==> config.mk <==
export PLATFORM = sky130hd
export DESIGN_NAME = uart_mem_array
export DESIGN_NICKNAME = d
export VERILOG_FILES = /design/src/rtl/uart_mem_array.sv
export SDC_FILE = /design/constraint.sdc
export NUM_CORES = 1
export LEC_CHECK = 0
export CAP_MARGIN = 40
export CORE_ASPECT_RATIO = 0.75
export CORE_MARGIN = 4
export CORE_UTILIZATION = 59
export CTS_BUF_LIST = sky130_fd_sc_hd__clkbuf_16
export CTS_CLUSTER_SIZE = 25
export DETAILED_ROUTE_END_ITERATION = 10
export GPL_TIMING_DRIVEN = 0
export PLACE_DENSITY = 0.79
export SLEW_MARGIN = 20
export SYNTH_ARGS = -nofsm -noshare
export SYNTH_HDL_FRONTEND = slang
export SYNTH_SLANG_ARGS = --single-unit
==> constraint.sdc <==
create_clock -name clk -period 2.15 [get_ports clk]
set_input_delay 0.5375 -clock clk [delete_from_list [all_inputs] [get_ports clk]]
set_output_delay 0.5375 -clock clk [all_outputs]
set_load 0.1 [all_outputs]
==> src/rtl/uart_mem_array.sv <==
`default_nettype none
// ============================================================================
// Module   : uart_mem_array
// Brief    : UART datapath register-file memory. It has a registered read with a
//            valid strobe, a one-word-per-cycle clear sweep and address range
//            checking. Define UART_MEM_BYPASS_EN to get write-first forwarding
//            when a read and a write hit the same address in the same cycle.
// Revision : 1.0 - initial release
// ============================================================================
module uart_mem_array #(
    parameter int DATA_W = 8,
    parameter int DEPTH  = 16,
    parameter int ADDR_W = $clog2(DEPTH)
) (
    input  logic              clk,
    input  logic              rst,
    input  logic              wr_en,
    input  logic [ADDR_W-1:0] wr_addr,
    input  logic [DATA_W-1:0] wr_data,
    input  logic              rd_en,
    input  logic [ADDR_W-1:0] rd_addr,
    output logic [DATA_W-1:0] rd_data,
    output logic              rd_valid,
    output logic              addr_err,
    input  logic              clr,
    output logic              busy
);

    typedef enum logic [0:0] {
        ST_CLEAR = 1'b0,
        ST_IDLE  = 1'b1
    } state_t;

    localparam logic [ADDR_W-1:0] C_LAST_ADDR = ADDR_W'(DEPTH - 1);

    state_t              state_q, state_d;
    logic [ADDR_W-1:0]   clr_ptr_q, clr_ptr_d;
    logic [DATA_W-1:0]   rd_data_q, rd_data_d;
    logic                rd_valid_q, rd_valid_d;
    logic                addr_err_q, addr_err_d;

    logic [DATA_W-1:0]   mem_q [DEPTH];

    logic                w_mem_we;
    logic [ADDR_W-1:0]   w_mem_waddr;
    logic [DATA_W-1:0]   w_mem_wdata;
    logic                w_wr_in_range;
    logic                w_rd_in_range;

    // DEPTH need not be a power of two, so compare in a wide domain.
    assign w_wr_in_range = (32'(wr_addr) < 32'(DEPTH));
    assign w_rd_in_range = (32'(rd_addr) < 32'(DEPTH));

    always_comb begin
        state_d     = state_q;
        clr_ptr_d   = clr_ptr_q;
        rd_data_d   = rd_data_q;
        rd_valid_d  = 1'b0;
        addr_err_d  = 1'b0;
        w_mem_we    = 1'b0;
        w_mem_waddr = clr_ptr_q;
        w_mem_wdata = '0;

        case (state_q)
            ST_CLEAR: begin
                w_mem_we = 1'b1;
                if (clr_ptr_q == C_LAST_ADDR) begin
                    state_d   = ST_IDLE;
                    clr_ptr_d = '0;
                end else begin
                    clr_ptr_d = clr_ptr_q + ADDR_W'(1);
                end
            end
            ST_IDLE: begin
                if (wr_en) begin
                    if (w_wr_in_range) begin
                        w_mem_we    = 1'b1;
                        w_mem_waddr = wr_addr;
                        w_mem_wdata = wr_data;
                    end else begin
                        addr_err_d = 1'b1;
                    end
                end
                if (rd_en) begin
                    rd_valid_d = 1'b1;
                    if (w_rd_in_range) begin
                        rd_data_d = mem_q[rd_addr];
`ifdef UART_MEM_BYPASS_EN
                        if (wr_en && (wr_addr == rd_addr)) begin
                            rd_data_d = wr_data;
                        end
`endif
                    end else begin
                        rd_data_d  = '0;
                        addr_err_d = 1'b1;
                    end
                end
                // Requests in the same cycle as clr are still served above.
                if (clr) begin
                    state_d   = ST_CLEAR;
                    clr_ptr_d = '0;
                end
            end
            default: begin
                state_d   = ST_CLEAR;
                clr_ptr_d = '0;
            end
        endcase
    end

    always_ff @(posedge clk or negedge rst) begin
        if (!rst) begin
            state_q    <= ST_CLEAR;
            clr_ptr_q  <= '0;
            rd_data_q  <= '0;
            rd_valid_q <= 1'b0;
            addr_err_q <= 1'b0;
        end else begin
            state_q    <= state_d;
            clr_ptr_q  <= clr_ptr_d;
            rd_data_q  <= rd_data_d;
            rd_valid_q <= rd_valid_d;
            addr_err_q <= addr_err_d;
        end
    end

    // Storage is deliberately unreset; the sweep zeroes it after reset.
    always_ff @(posedge clk) begin
        if (w_mem_we) begin
            mem_q[w_mem_waddr] <= w_mem_wdata;
        end
    end

    assign rd_data  = rd_data_q;
    assign rd_valid = rd_valid_q;
    assign addr_err = addr_err_q;
    assign busy     = (state_q == ST_CLEAR);

endmodule
`default_nettype wire

After elaboration in Yosys (flattened, before gate mapping) --
Memories as Yosys holds them, arrays and structs flattened. A register that Yosys moved wholly into a read port is not among the register bits. Cells that the tools add are included.
Operators by class: add/sub/neg operators 1, equal/unequal tests 2, mux-type cells 16, bitwise logic cells 1, reduce and logical (&&, ||, !) cells 2
Operator list (count):
- $mux W4 | 4
- $mux W8 | 2
- $pmux W4 S2 | 1
- $mux W1 | 7
- $add A4 B1 Y4 const B | 1
- $eq A4 B4 Y1 const B | 1
- $pmux W1 S2 | 2
- $ne A2 B2 Y1 const B | 1
- $reduce_and A2 Y1 | 1
- $logic_not A1 Y1 | 1
- $not A1 Y1 | 1
Word-level totals: register bits 6, bits in writable memories 128, input bits 21, output and inout port bits 11, word-level logic and storage cells 26, memories kept 1
Memories:
- mem_q | depth 16, bits a word 8, rd ports 1, clocked after memory_dff 1, write ports 1, RTL line 42 | logic [DATA_W-1:0] mem_q [DEPTH];

Logic depth before layout (Yosys ltp) --
word-level depth 4, mapped depth 6, mapped depth without buffers 5

Worst setup path before layout --
OpenSTA, ideal clock, no wires.
path type reg2reg, from register state_q, to memory mem_q[13][0] (enable), setup time 0.370 ns, arrival 1.842 ns, data required time 1.780 ns, setup slack -0.062 ns, cell stages (with the launch flop) 5, path buffers 1, period minus slack after synthesis 2.212 ns, path through dfrtp_1 > buf_2 > inv_1 > a31oi_1 > nor2_1
Between the ends: cells in the longest elaborated chain, start to end 4, elaborated cells between the ends (all ways) 5, classes of those cells mux: 4; bitwise: 1
RTL lines:
- start, declared | RTL line 36 | state_t state_q, state_d;
- start signal, assigned | RTL line 119 | state_q <= state_d;
- $not A1 Y1
- via busy | RTL line 26 | output logic busy
- $pmux W1 S2 | RTL line 64 | case (state_q)
- $mux W1 | RTL line 129 | if (w_mem_we) begin
- $mux W1 (not written as such) | RTL line 130 | mem_q[w_mem_waddr] <= w_mem_wdata;
- end, declared | RTL line 42
The timed path passes the listed nets, and every way through them passes these cells.

Worst setup path in the final report --
from input wr_en, to memory mem_q[1][2] (enable)
Between the ends: cells in the longest elaborated chain, start to end 4, elaborated cells between the ends (all ways) 6, classes of those cells mux: 6
RTL lines:
- start, declared | RTL line 17 | input logic wr_en,
- $mux W1 | RTL line 75 | if (wr_en) begin
- $pmux W1 S2 | RTL line 64
- $mux W1 | RTL line 129
- $mux W1 (not written as such) | RTL line 130
Several ways; a longest one is shown, not always the timed one.

==> metrics.md <==
| Metric | Value |
|---|---|
| Status | complete, but fails checks |
| Total number of vias | 3,523 |
| Worst path arrival time | 2260 ps |
| Final worst-path cycle share | 1.01 |
| Least-Margin Pin Slew | 965 ps |
| Relative slew slack | 0.354 |
| Distinct cells, synth | 34 |
| Largest net degree at the start of global routing | 17 |
| Post-DP Area | 6430 um2 |
| Setup CP Type | in2reg |
| Num CTS Buffers | 17 |
| CP max stage cell | a31oi_1 |
| Power, Total | 9540 uW |
| Max frequency | 462 MHz |
| LEAKAGE | 0.00268 uW |
| CTS max path bufs | 2 |
| Final Hold Vio Count | 0 |
| Final Cell Area | 7170 um2 |
| Cells after DPL | 545 |
| DPL Wire Length | 8270 um |
| Power Density | 1330 nW/um2 |
| Synth Flop Type | edfxtp_1 |
| P&R area growth vs syn | 23.2% |
| EDFF count, synth | 128 |
| Grt total ovfl | 0 |
| CP max FO | 8 |
| Met1 GRT Util | 0.299 |
| TritonCTS clock tree | built |
| Failing checks | negative setup slack |
| Drt first pass iters | 5 |
| GPL Wtd Cong | 0.940 |
| Critical Path RT | 2250 ps |
| Max VDD drop | 0.847 mV |
| RSZ-0062 raised after global routing | yes |
| Clk slew on worst S/H paths | 60 ps |
| Vias/cell | 6.11 |
| CTS root buffer | clkbuf_16 |
| Critical path's largest stage delay | 720 ps |
| Global-route wire length before repair | 19,300 um |
| Total routed wirelength | 12,900 um |
| Initial Util | 0.605 |
| Fillcell total | 600 |
| Setup Buffers After CTS | 0 |
| Ant. Diodes | 0 |
| Die height | 94 um |
| Register area share after synthesis | 0.721 |
| Layout Skew | 6.16 ps |
| Syn Inst Count | 374 |
| Finished Layout Cells | 577 |
| IO Pins | 32 |
| H-tree depth | 4 |
| Synth warn | 0 |
| WL per Instance | 22.4 um |
| Top cell type's share of synthesized area | 0.661 |
| Top post-synthesis cells by area | edfxtp_1 66%, mux2i_1 11%, dfrtp_1 6.0% |
| Hold buffer count at cts | 0 |
| FF+latch area | 4190 um2 |
| Vias in the first global route | 3,584 |
| Post-synth design cell area | 5820 um2 |
| GRT busiest layer | met2 |
| All-Layer GR Usage | 0.237 |
| Final min period | 2170 ps |
| CP Capture Type | register |
| 1st-iter DRT viols | 400 |
| Ratio of cells with drive above 1 in the final layout | 0.169 |
| Syn_nets | 396 |
| Grt met2 use | 0.381 |
| Count leader, synth | edfxtp_1 |
| # rows | 31 |
| Die X | 123 um |
| Met3 usage | 0.0698 |
| Final antenna-violating net count | 0 |
| Post-CTS Resized | 15 |
| Max-Cap Viols | 0 |
| DP Worst Slack | -604 ps |
| Ys async rst share | 0.0986 |
| Synthesis-stage register bit count | 142 |
| Worst-skew pair later-pin latency | 410 ps |
| Core Box Area | 9620 um2 |
| Syn avg cell area | 15.6 um2 |
| Delay-heaviest family, CP | compound AO/OA/AOI/OAI gates |
| # DRC | 0 |
| CTS Sinks | 142 |
| Number of port buffers | 29 |
| Post-synth top area cell | edfxtp_1 |
| Startpoint Class | primary input |
| Die area | 11,500 um2 |
| CP bufs+invs | 1 |
| # setup viols final | 19 |
| Critical Path, Cell by Cell | clkdlybuf4s50_1 > nand2_1 > nor3b_1 > a31oi_1 > nor2_2 |
| Top post-synthesis cells by count | 128 x edfxtp_1, 64 x mux2i_1, 26 x nand2_1, 24 x a22oi_1, 23 x nand3_1 |
| Hold WC Path Type | reg2reg |
| Max-slew violations | 0 |
| Area of the multi-input gates | 1500 um2 |
| Final WS setup | -15.2 ps |
| Initial antenna violation count | 0 |
| Nets | 454 |
[cell families after synthesis]
group	synth area share
compound gates	0.0535
xor+xnor	0.00151
fa+ha+maj	0.00215
buf+inv	0.0346
flops	0.721
mux	0.110
other cells	0.000645
simple gates	0.0766
[layer usage]
| layer | part of all wire | vias up | routed length, um |
|---|---|---|---|
| met2 | 0.51 | 176 | 6580 |
| met1 | 0.38 | 1764 | 4900 |
| met3 | 0.091 | 26 | 1180 |
| met4 | 0.019 | 0 | 247 |
| li1 | - | 1557 | - |
| met5 | 0 | - | 0 |
[flip-flops by register name, summed over array words and instances, names as in the netlist]
name / flops
rd_data: 8
mem_q: 128
clr_ptr_q: 4
state_q: 1
rd_valid: 1
[power by group]
part	switching (uW)	total [uW]	internal [uW]
Clock	1060	3210	2150
Sequential	188	3840	3650
Combinational	1710	2500	790
[area by class of cell]
type / instances / share of cell area
Inverter: 6 / 0.00367
Buffer: 21 / 0.0253
Clock inverter: 15 / 0.0314
Timing Repair Buffer: 39 / 0.0627
Tap cell: 132 / 0.0230
Clock buffer: 17 / 0.0594
Sequential cell: 142 / 0.585
Multi-Input combinational cell: 205 / 0.209
[cell usage in the layout (no fill, tap or decap), types with 3 or more instances in the layout]
master             n
dfrtp_1           14
clkdlybuf4s50_1   28
mux2i_1           64
nand4_1            4
clkbuf_16         17
nor2_2            10
bufinv_16          6
nand2_1           26
a31oi_1            5
nand3_1           23
nor3_1             3
and3_1             9
nor2_4             6
buf_6              3
a22oi_1           24
inv_1              6
a21oi_1            5
buf_8             10
buf_12             4
edfxtp_1         128
clkinv_1           4
nor2b_1            3
nor2_1             6
buf_2              6
buf_4              3
[stage by stage]
stage,hold WS (ps),utilization,setup TNS [ps]
6_report,503,0.745,-161
3_3_place_gp,464,0.653,-68540
4_1_cts,498,0.740,-1770
2_1_floorplan,242,-,0
3_5_place_dp,486,0.668,-76630
5_1_grt,534,0.745,-4450
[path summary, 6_finish.rpt]
kind	cells after the start	startpoint	slack (ps)	endpoint
setup / recovery	5	wr_en	-20	mem_q[1][2]
hold / removal	2	rd_data[0]	500	rd_data[0]
max in group asynchronous	1	rst	1070	clr_ptr_q[1]
hold reg to reg	2	rd_data[0]	500	rd_data[0]
min in group asynchronous	1	rst	580	rd_data[4]
setup reg to reg	5	state_q	0	mem_q[1][2]
[worst reg2reg max path: cells and delay by family, from the launching register on]
| family | cells | cell delay (ps) |
|---|---|---|
| AND/OR/NAND/NOR | 3 | 580 |
| buffers and inverters | 1 | 190 |
| flip-flops | 1 | 370 |
| AO/OA/AOI/OAI | 1 | 720 |
Note: power is estimated with default switching activity, not from simulation.
==> variant, RTL diff (same flow settings) <==
`DEPTH`: 16 -> 32.
--- a/src/rtl/uart_mem_array.sv
+++ b/src/rtl/uart_mem_array.sv
@@ -11,3 +11,3 @@
     parameter int DATA_W = 8,
-    parameter int DEPTH  = 16,
+    parameter int DEPTH  = 32,
     parameter int ADDR_W = $clog2(DEPTH)
Ports: changed (resized rd_addr and wr_addr); port bits go from 32 to 34. No check against the original RTL was run, so the function may have changed too.
==> variant against the original RTL <==
The run still ends with setup timing left. Largest cell class unchanged. Final area increased by 84%. Power rose by 54%. Wire length is 110% higher. Non-clock buffer count up 23. Largest power group unchanged. Synthesized area rose by 89%. Synthesized cell count increased by 72%. Setup slack improved by 3.4 ps. Sequential cell count up 129. Critical path type unchanged.
==> variant: results (changes against the original RTL) <==
metric	value	unit	change
antenna violations before repair	0		unchanged
Leak	4.69	nW	+75%
XOR/XNOR Fraction of Synth Area	0.00159		+0.0000882
Post-DP HPWL	17000	um	+110%
met3 usage	0.0445		-0.0254
highest net fanout along the worst path	10		+2
share of cells above drive strength 1	0.231		+0.0625
met3 WL post-DR	2820	um	+140%
mux cell area share after synthesis	0.118		+0.00839
DR vias/cell	6.66		+9.1%
wl on met1	10700	um	+120%
first-pass GRT wire length	38600	um	+100%
largest net degree at the start of global routing	33		+16
Final Worst Setup Slack	-11.8	ps	+3.39 ps
fillers	1041		+74%
TritonCTS buffer count	26		+9
skew final	9.41	ps	+3.25 ps
most frequent cells after synthesis	edfxtp_1 (256), mux2i_1 (129), nor2_1 (38), a22oi_1 (32), nand2_1 (27)		
failing checks	setup timing		
Antenna diodes	0		unchanged
post-layout net count	745		+64%
met2 usage	0.377		-0.00395
max reg flops	256		+100%
Avg WL per Cell	27.1	um	+21%
maximum vdd drop	0.000771	V	-9.0%
clk_lat worst skew	520	ps	+110 ps
RePlAce Congestion	0.890		-5.3%
routed wl met2	12200	um	+86%
number of global-route vias before repair	6297		+76%
detailed router's first-iteration violation count	859		+110%
Worst EP arrival	2330	ps	+70 ps
H-tree depth	1		-3
Net Count, Synth	669		+69%
outcome	finished, violations left		
Yosys cell types	39		+15%
post-synthesis compound-gate area fraction	0.0832		+0.0297
Setup violations, final	15		-4
FFs w/ async S/R, synth	0.0554		-0.0432
Slew @ Worst Pin	769	ps	-196 ps
post-synthesis sequential area ratio	0.734		+0.0127
dpl ws	-1010	ps	-411 ps
Total GRT Usage	0.244		+0.00673
## variant: cell types whose count changed in the layout (fill, tap and decap cells not counted), sizes merged, moves of 6 or more
cell	before	now
clkdlybuf4s50	28	21
nor2	22	38
o22ai	2	8
buf	26	47
mux2i	64	129
a21oi	5	18
a22oi	24	32
a221oi	0	16
a22o	0	16
o41ai	0	8
clkbuf	22	41
nand3	23	3
edfxtp	128	256
## variant: stage by stage
step           utilization  cell area [um^2]  TNS, ps
2_1_floorplan            -             11000    -3260
3_3_place_gp         0.646             11600  -301570
3_5_place_dp         0.659             11800  -234430
4_1_cts              0.715             12900   -11170
5_1_grt              0.732             13200    -3490
6_report             0.732             13200     -113
## variant: worst paths after layout
path / start / end / slack, ps
min in group clk: rd_data[5] / rd_data[5] / 620
setup / recovery: wr_en / mem_q[4][4] / -10
hold reg to reg: rd_data[5] / rd_data[5] / 620
setup reg to reg: state_q / mem_q[26][3] / 90
hold / removal: rst / rd_data[0] / 470
max in group asynchronous: rst / state_q / 1160
## variant: timing repair
| item | 4_1_cts | 5_1_grt |
|---|---|---|
| gates cloned | 0 | 0 |
| resized for setup | 68 | 58 |
| setup endpoints to repair | 455 | 463 |
| pin swaps | 1 | 8 |
| buffers inserted | 3 | 7 |
## variant: layout make-up
type,count,share of cell area
tap,242,0.0230
buffer,34,0.0215
inverter,2,0.000856
sequential,271,0.613
multi-input combinational,336,0.230
clock inverter,21,0.0119
timing repair buffer,49,0.0484
clock buffer,27,0.0513
## variant: power breakdown
part	internal, mW	total [mW]	switching, mW
clock network	2.52	4.40	1.88
logic	1.12	3.43	2.30
registers	6.48	6.83	0.354
## variant: worst max-delay path: stages
cell	delay (ps)
clkdlybuf4s50_1	560
nand2_2	170
o31ai_1	330
nand2_1	280
nor2_2	450
